**src/rtl/mem_pkg.sv**
```systemverilog
// Shared types and sizes for the data-memory store buffer.
package mem_pkg;

    localparam int ADDR_W   = 12;
    localparam int DATA_W   = 32;
    localparam int SB_DEPTH = 4;

    typedef struct packed {
        logic [ADDR_W-1:0] addr;
        logic [DATA_W-1:0] data;
    } sb_entry_t;

endpackage

```
**src/rtl/sb_fwd_match.sv**
```systemverilog
// Age-ordered search of the store buffer for a load address.
// Returns the youngest valid entry whose address matches.
module sb_fwd_match
    import mem_pkg::*;
#(
    parameter int DEPTH = SB_DEPTH,
    localparam int PW = $clog2(DEPTH),
    localparam int CW = PW + 1
) (
    input  sb_entry_t         entries [DEPTH],
    input  logic [PW-1:0]     head,
    input  logic [CW-1:0]     count,
    input  logic [ADDR_W-1:0] addr,
    output logic              hit,
    output logic [DATA_W-1:0] data
);

    logic [PW-1:0] idx;

    // Walk oldest to youngest so the last match wins.
    always_comb begin
        hit  = 1'b0;
        data = '0;
        idx  = head;
        for (int i = 0; i < DEPTH; i++) begin
            idx = head + PW'(i);
            if (CW'(i) < count && entries[idx].addr == addr) begin
                hit  = 1'b1;
                data = entries[idx].data;
            end
        end
    end

endmodule

```
**src/rtl/mem_store_buffer.sv**
```systemverilog
// In-order store buffer between the dual-issue MEM stage and the
// two-port data RAM, with load forwarding from buffered stores.
module mem_store_buffer
    import mem_pkg::*;
#(
    parameter int DEPTH = SB_DEPTH
) (
    input  logic              clk,
    input  logic              rst_n,
    input  logic              st_en1,
    input  logic              st_en2,
    input  logic              ld_en1,
    input  logic              ld_en2,
    input  logic [ADDR_W-1:0] addr1,
    input  logic [ADDR_W-1:0] addr2,
    input  logic [DATA_W-1:0] wdata1,
    input  logic [DATA_W-1:0] wdata2,
    output logic              stall,
    output logic [DATA_W-1:0] ld_data1,
    output logic [DATA_W-1:0] ld_data2,
    output logic              sb_empty,
    output logic              memtoregm,
    output logic              memtoregm2,
    output logic              memwritem,
    output logic              memwritem2,
    output logic [ADDR_W-1:0] aluoutm,
    output logic [ADDR_W-1:0] aluoutm2,
    output logic [DATA_W-1:0] writedatam,
    output logic [DATA_W-1:0] writedatam2,
    input  logic [DATA_W-1:0] readdatam,
    input  logic [DATA_W-1:0] readdatam2
);

    localparam int PW = $clog2(DEPTH);
    localparam int CW = PW + 1;

    sb_entry_t     mem_q [DEPTH];
    sb_entry_t     mem_d [DEPTH];
    logic [PW-1:0] head_q, head_d;
    logic [PW-1:0] tail_q, tail_d;
    logic [CW-1:0] count_q, count_d;
    logic          sb_empty_q, sb_empty_d;

    logic [CW-1:0] nst;
    logic          push;
    logic [1:0]    pop_n;
    logic          drain1, drain2;
    sb_entry_t     wr1, wr2;
    logic [PW-1:0] head1, tail1;

    logic              hit1, hit2;
    logic [DATA_W-1:0] fwd1, fwd2;

    assign head1 = head_q + PW'(1);
    assign tail1 = tail_q + PW'(1);

    // Stall uses the occupancy before this cycle's drain.
    always_comb begin
        nst   = CW'(st_en1) + CW'(st_en2);
        stall = ({1'b0, count_q} + {1'b0, nst}) > (CW+1)'(DEPTH);
        push  = !stall;
    end

    always_comb begin
        drain1 = 1'b0;
        drain2 = 1'b0;
        wr1    = mem_q[head_q];
        wr2    = mem_q[head_q];
        pop_n  = 2'd0;
        if (count_q != '0) begin
            if (!ld_en1 && !ld_en2) begin
                drain1 = 1'b1;
                pop_n  = 2'd1;
                if (count_q >= CW'(2)) begin
                    drain2 = 1'b1;
                    wr2    = mem_q[head1];
                    pop_n  = 2'd2;
                end
            end else if (!ld_en1) begin
                drain1 = 1'b1;
                pop_n  = 2'd1;
            end else if (!ld_en2) begin
                drain2 = 1'b1;
                pop_n  = 2'd1;
            end
        end
    end

    always_comb begin
        memtoregm   = ld_en1;
        memtoregm2  = ld_en2;
        memwritem   = rst_n & drain1;
        memwritem2  = rst_n & drain2;
        aluoutm     = drain1 ? wr1.addr : addr1;
        aluoutm2    = drain2 ? wr2.addr : addr2;
        writedatam  = drain1 ? wr1.data : '0;
        writedatam2 = drain2 ? wr2.data : '0;
    end

    sb_fwd_match #(.DEPTH(DEPTH)) u_fwd1 (
        .entries (mem_q),
        .head    (head_q),
        .count   (count_q),
        .addr    (addr1),
        .hit     (hit1),
        .data    (fwd1)
    );

    sb_fwd_match #(.DEPTH(DEPTH)) u_fwd2 (
        .entries (mem_q),
        .head    (head_q),
        .count   (count_q),
        .addr    (addr2),
        .hit     (hit2),
        .data    (fwd2)
    );

    // Lane1 is older, so its same-cycle store beats the buffer for lane2.
    always_comb begin
        ld_data1 = '0;
        ld_data2 = '0;
        if (ld_en1) begin
            ld_data1 = hit1 ? fwd1 : readdatam;
        end
        if (ld_en2) begin
            if (st_en1 && addr1 == addr2) begin
                ld_data2 = wdata1;
            end else begin
                ld_data2 = hit2 ? fwd2 : readdatam2;
            end
        end
    end

    always_comb begin
        mem_d = mem_q;
        if (push && st_en1) begin
            mem_d[tail_q] = '{addr: addr1, data: wdata1};
        end
        if (push && st_en2) begin
            mem_d[st_en1 ? tail1 : tail_q] = '{addr: addr2, data: wdata2};
        end
        tail_d     = push ? tail_q + PW'(nst) : tail_q;
        head_d     = head_q + PW'(pop_n);
        count_d    = count_q + (push ? nst : '0) - CW'(pop_n);
        sb_empty_d = (count_d == '0);
    end

    always_ff @(posedge clk) begin
        if (!rst_n) begin
            head_q     <= '0;
            tail_q     <= '0;
            count_q    <= '0;
            sb_empty_q <= 1'b1;
        end else begin
            head_q     <= head_d;
            tail_q     <= tail_d;
            count_q    <= count_d;
            sb_empty_q <= sb_empty_d;
        end
    end

    always_ff @(posedge clk) begin
        mem_q <= mem_d;
    end

    assign sb_empty = sb_empty_q;

endmodule
```
**config.mk**
```make
export PLATFORM = sky130hd
export DESIGN_NAME = mem_store_buffer
export DESIGN_NICKNAME = d
export VERILOG_FILES = /design/src/rtl/mem_pkg.sv /design/src/rtl/sb_fwd_match.sv /design/src/rtl/mem_store_buffer.sv
export SDC_FILE = /design/constraint.sdc
export NUM_CORES = 1
export LEC_CHECK = 0
export ABC_AREA = 0
export CORE_MARGIN = 1.5
export CORE_UTILIZATION = 45
export DETAILED_ROUTE_END_ITERATION = 10
export PLACE_DENSITY_LB_ADDON = 0.1
export SYNTH_ARGS = -nofsm -noshare
export SYNTH_HDL_FRONTEND = slang
export SYNTH_SLANG_ARGS = --single-unit
export TNS_END_PERCENT = 10
```
**constraint.sdc**
```tcl
create_clock -name clk -period 6.2 [get_ports clk]
set_input_delay 1.24 -clock clk [delete_from_list [all_inputs] [get_ports clk]]
set_output_delay 1.24 -clock clk [all_outputs]
set_load 0.02 [all_outputs]
```
==> results_dict.tcl <==
set metrics [dict create \
    critical_path_required_ns 4.96 \
    routed_via_density 6.13 \
    crit_buf_inv 3 \
    syn_area_per_cell_sq_um 7.56 \
    fin_crit_sh_pct 97.9 \
    slew_violations 0 \
    fmax_ghz 0.165 \
    clockBufferDepth 2 \
    multi_input_area_sq_um 13300 \
    min_path_type "register to register" \
    final_cell_mix "nand2_1, clkdlybuf4s50_1, o21ai_0" \
    synth_area_leader_cell "dfxtp_1" \
    hpwl_microns 49400 \
    drtPass1Iterations 6 \
    synth-seq-cells 184 \
    initial_core_util_pct 45.4 \
    rows 73 \
    synth_top_area_share_pct 20.5 \
    grt_pass1_vias 18300 \
    leakage_nw 7.90 \
    power_density_nw_per_um2 488 \
    die_h_microns 203 \
    cts.clk_slew.worst_paths_ns 0.07 \
    clkLatencyLatePin_ns 0.47 \
    worst_setup_path_end_kind "primary output" \
    die_w_microns 203 \
    startpoint_type "input port" \
    fin_skew_ns 0.00955 \
    synth_edf_count 0 \
    crit_slowest_cell "clkdlybuf4s50_1" \
    num_vias 19100 \
    drive_gt1_share_pct 11.2 \
    crit_family "buffers and inverters" \
    wirelength_microns 72300 \
    die-area_sq_um 41100 \
    layout.cells.non_filler 3120 \
    slew_headroom_pct 30.9 \
    filler_cell_count 3706 \
    cts_sinks 184 \
    grt_usage_pct 34.1 \
    nets 2752 \
    core_area_sq_um 39500 \
    worst-setup-path-type "input port to primary output" \
    cts_buffers 17 \
    detail-route-antenna-nets 0 \
    final_common_cell "nand2_1" \
    hold_viol_final 0 \
    postPlaceCellArea_sq_um 21800 \
    grt_antenna_before_repair 5 \
    synthFlopType "dfxtp_1" \
    root_buffer "clkbuf_16" \
    dp_cells 3084 \
    synthCells 2377 \
    grt_max_degree 101 \
    wire_per_inst_microns 23.2 \
    grt_overflow 0 \
    io_pins 316 \
    slowest_delay_ns 0.68 \
    fin_area_sq_um 22400 \
    final_util_pct 56.6 \
    worstMarginPinSlew_ns 1.04 \
    pre_cts_ws_ns 0.137 \
    cts_tree "yes" \
    htree_levels 4 \
    crit_path_max_fanout 14 \
    yosys_warnings 0 \
    area_growth_pct 24.5 \
    setup_ws_ns 0.129 \
    routabilityCongestion 1.02 \
    path_cells "clkdlybuf4s50_1, xor2_1, or4_1, a21oi_1, and3_1, nor2b_4, buf_12, a221oi_1, o21ai_1, clkdlybuf4s50_1" \
    rsz0062_at_grt "false" \
    max_cap_viol_count 0 \
    fin_setup_tns_ns 0 \
    cp.arrival_ns 4.83 \
    port_buffers 315 \
    holdBufCountCts 0 \
    drtIter0Drc 1864 \
    ys_seq_area_share_pct 20.5 \
    drc 0 \
    synth_fp_nets 2549 \
    synthTopCellsByArea "dfxtp_1, mux2i_1, nand2_1, o21ai_0, mux2_2" \
    fin_crit_ns 6.07 \
    worst_path_most_repeated_cell "clkdlybuf4s50_1" \
    regArea_sq_um 3690 \
    setup-violations-final 0 \
    peakVddDrop_uv 206 \
    netlist_area_sq_um 18000 \
    synth.distinct_cells 58 \
    status "finished clean" \
    async_flop_share_pct 0 \
    grt_pass1_wl_microns 109000 \
]
==> synth_stat cells (34+ instances only) <==
| library cell | n |
|---|---|
| clkbuf_1 | 146 |
| or3_1 | 34 |
| nor2_1 | 56 |
| mux2_2 | 87 |
| a21oi_1 | 140 |
| xor2_1 | 55 |
| nor3_1 | 47 |
| o21ai_0 | 286 |
| dfxtp_1 | 184 |
| and2_1 | 68 |
| xnor2_1 | 65 |
| a31oi_1 | 37 |
| nand2_1 | 455 |
| mux2i_1 | 285 |
==> state kept, by name (all words and copies together), names as in the netlist <==
register	count
tail_q	2
mem_q	176
head_q	2
sb_empty	1
count_q	3
==> path summary, 6_finish.rpt <==
| path | start | to | slack, ns | cells past startpoint |
|---|---|---|---|---|
| hold reg to reg | mem_q[58] | mem_q[58] | 0.55 | 2 |
| hold / removal | mem_q[58] | mem_q[58] | 0.55 | 2 |
| setup / recovery | addr1[5] | ld_data1[24] | 0.13 | 10 |
| setup reg to reg | count_q[2] | sb_empty | 2.01 | 14 |
==> through the flow <==
step / hold slack, ns / power, mW
2_1_floorplan: 0.510 / 7.37
3_3_place_gp: 0.530 / 9.49
3_5_place_dp: 0.544 / 9.64
4_1_cts: 0.557 / 10.8
5_1_grt: 0.579 / 11.7
6_report: 0.553 / 10.9
==> final cells by class <==
class                      instances  share of cell area (%)
clock inverter                    14                   0.593
multi-input combinational       1948                    59.4
timing repair buffer             417                    18.4
clock buffer                      18                    1.96
sequential                       184                    16.5
inverter                          12                   0.224
tap                              525                    2.94
antenna                            2                  0.0224
==> what timing repair did <==
item / in CTS / in global routing
setup endpoints to repair: 0 / 32
setup buffers: 0 / 1
gates resized for setup: 0 / 1
==> routing by layer <==
metal / up-vias / share of wire (%) / global-route usage (%)
met4: 6 / 3.0 / 13.5
met3: 136 / 8.8 / 6.92
met5: - / 0.061 / 0
met2: 952 / 44 / 52.9
met1: 9118 / 44 / 46.3
li1: 8906 / - / -
==> cells by family after synthesis <==
kind of cell | Yosys count | share of synthesized area, %
simple gates | 743 | 18.5
compound gates | 637 | 20.7
flops | 184 | 20.5
buf+inv | 246 | 6.20
fa+ha+maj | 14 | 1.10
xor+xnor | 120 | 5.85
mux | 433 | 27.1
==> report_power, final <==
part / total [mW] / internal (mW) / switching [mW]
logic: 7.36 / 3.10 / 4.26
clock network: 1.12 / 0.543 / 0.580
registers: 2.43 / 1.81 / 0.627
==> tightest hold or removal path: stages, from the launching register on <==
cell     delay, ns
dfxtp_1       0.32
mux2i_1       0.11
o21ai_0       0.08
(Power assumes the default switching activity.)
==> patch: new RTL, same settings <==
`DATA_W`: 32 -> 40.
--- a/src/rtl/mem_pkg.sv
+++ b/src/rtl/mem_pkg.sv
@@ -4,3 +4,3 @@
     localparam int ADDR_W   = 12;
-    localparam int DATA_W   = 32;
+    localparam int DATA_W   = 40;
     localparam int SB_DEPTH = 4;
Interface: changed (8 resized); port bits go from 316 to 380. No check against the original RTL was run, so the function may have changed too.
==> patch against the original RTL <==
- sequential cell count up 32
- sequential power up 16%
- largest power group unchanged
- area after synthesis up 14%
- register-to-register slack better by 0.66 ns
- final area up 16%
- first-iteration DRC count up 34%
- critical endpoint is now ld_data1[9]
- worst setup slack better by 0.048 ns
- wire length up 19%
- total power up 18%
==> patch: results (changes against the original RTL) <==
htree depth 1 (-3); initial antenna violation count 8 (+3); Tot GR Track Use 35.1% (+1.0 points); register area share after synthesis 21.0% (+0.55 points); dpl cells 3527 (+14%); Initial DRC Count 2489 (+34%); outcome finished, final reports clean; WL/cell 24.0 um (+3.6%); Post-synth top cells 423 x nand2_1, 397 x mux2i_1, 335 x o21ai_0, 216 x dfxtp_1, 181 x clkbuf_1; critical-path maximum fanout 21 (+7); routability congestion estimate 0.991 (-2.5%); Routed Wire Length 86.0 mm (+19%); Layout Nets 3165 (+15%); Root Buffer clkbuf_16; share of cells above drive strength 1 8.99% (-2.2 points); largest net degree at the start of global routing 199 (+97%); DR pass1 iterations 7 (+1); Crit path max-delay family buffers and inverters; ranking of synthesized cells by area dfxtp_1 21%, mux2i_1 19%, o21ai_0 8.2%; Syn Nets 2924 (+15%); Leak 9.13 nW (+16%); Critical Path AT 4.78 ns (-0.05 ns); Top Registers mem_q (208), count_q (3); first-pass GRT wire length 130 mm (+19%); hpwl dp 58.6 mm (+19%); cts bufs inserted 27 (+10); vias in the first global route 21800 (+19%); clk_lat worst skew 0.56 ns (+0.09 ns); vias per inst 6.24 (+1.9%); clk buf depth 3 (+1); skew final 0.0182 ns (+0.00860 ns); measured slew at the worst slew-check pin 1.13 ns (+0.0945 ns)
patch: cell count changes after synthesis, sizes merged, moves of 33 or more:
cell / delta
and3: +42
a32oi: -33
o21ai: +83
nand3: +38
mux2: -51
a211oi: +60
o21a: +37
a211o: +38
mux2i: +111
clkbuf: +35
nand4: +40
patch: worst min-delay path: cells and delay by family, from the launching register on:
kind           cells  cell delay, ns
multiplexers       1            0.11
flip-flops         1            0.32
AO/OA/AOI/OAI      1            0.08
patch: worst paths after layout:
check	to	slack [ns]	depth (start not counted)	from
max	ld_data1[9]	0.18	13	addr1[11]
min	mem_q[66]$_DFF_P_	0.55	2	mem_q[66]$_DFF_P_
max reg2reg	sb_empty$_SDFF_PN1_	2.67	13	count_q[2]$_SDFF_PN0_
min reg2reg	mem_q[66]$_DFF_P_	0.55	2	mem_q[66]$_DFF_P_
patch: cells by family after synthesis:
family	Yosys count	share of synthesized area, %
compound gates	820	23.9
xor+xnor	121	5.16
fa+ha+maj	14	0.962
buf+inv	285	5.91
flops	216	21.0
mux	491	25.9
simple gates	773	17.1
patch: timing repair:
action,4_1_cts,5_1_grt
setup buffers,1,4
hold endpoints to repair,0,0
endpoints found under the setup margin,1,11
hold buffers,0,0
patch: metal layers:
metal  share of wire (%)  track usage (%)
met5               0.030                0
met4                 4.6             15.3
met3                 7.8             5.12
met2                  46             58.3
met1                  41             45.2
patch: power by group:
group / internal, mW / switching, mW / leakage (nW)
Clock: 0.986 / 0.679 / 0.453
Combinational: 3.46 / 4.97 / 6.86
Sequential: 2.12 / 0.695 / 1.82
patch: metrics by stage:
stage	setup WS, ns	instance area (sq um)	util, %	total power [mW]
floorplan	1.56	20500	-	8.33
detailed placement	0.225	25000	55.3	11.0
finish	0.177	26000	57.6	12.9
global route	0.0333	26000	57.6	13.7
CTS	0.0945	26000	57.4	12.7
global placement	0.109	25000	55.3	10.8
patch: layout make-up:
type	instances	area [sq um]
tap	600	751
inverter	11	46.3
timing repair buffer	486	4860
fill	4166	19200
clock buffer	36	759
clock inverter	13	158
sequential	216	4330
multi-input combinational	2219	15100
antenna	5	12.5
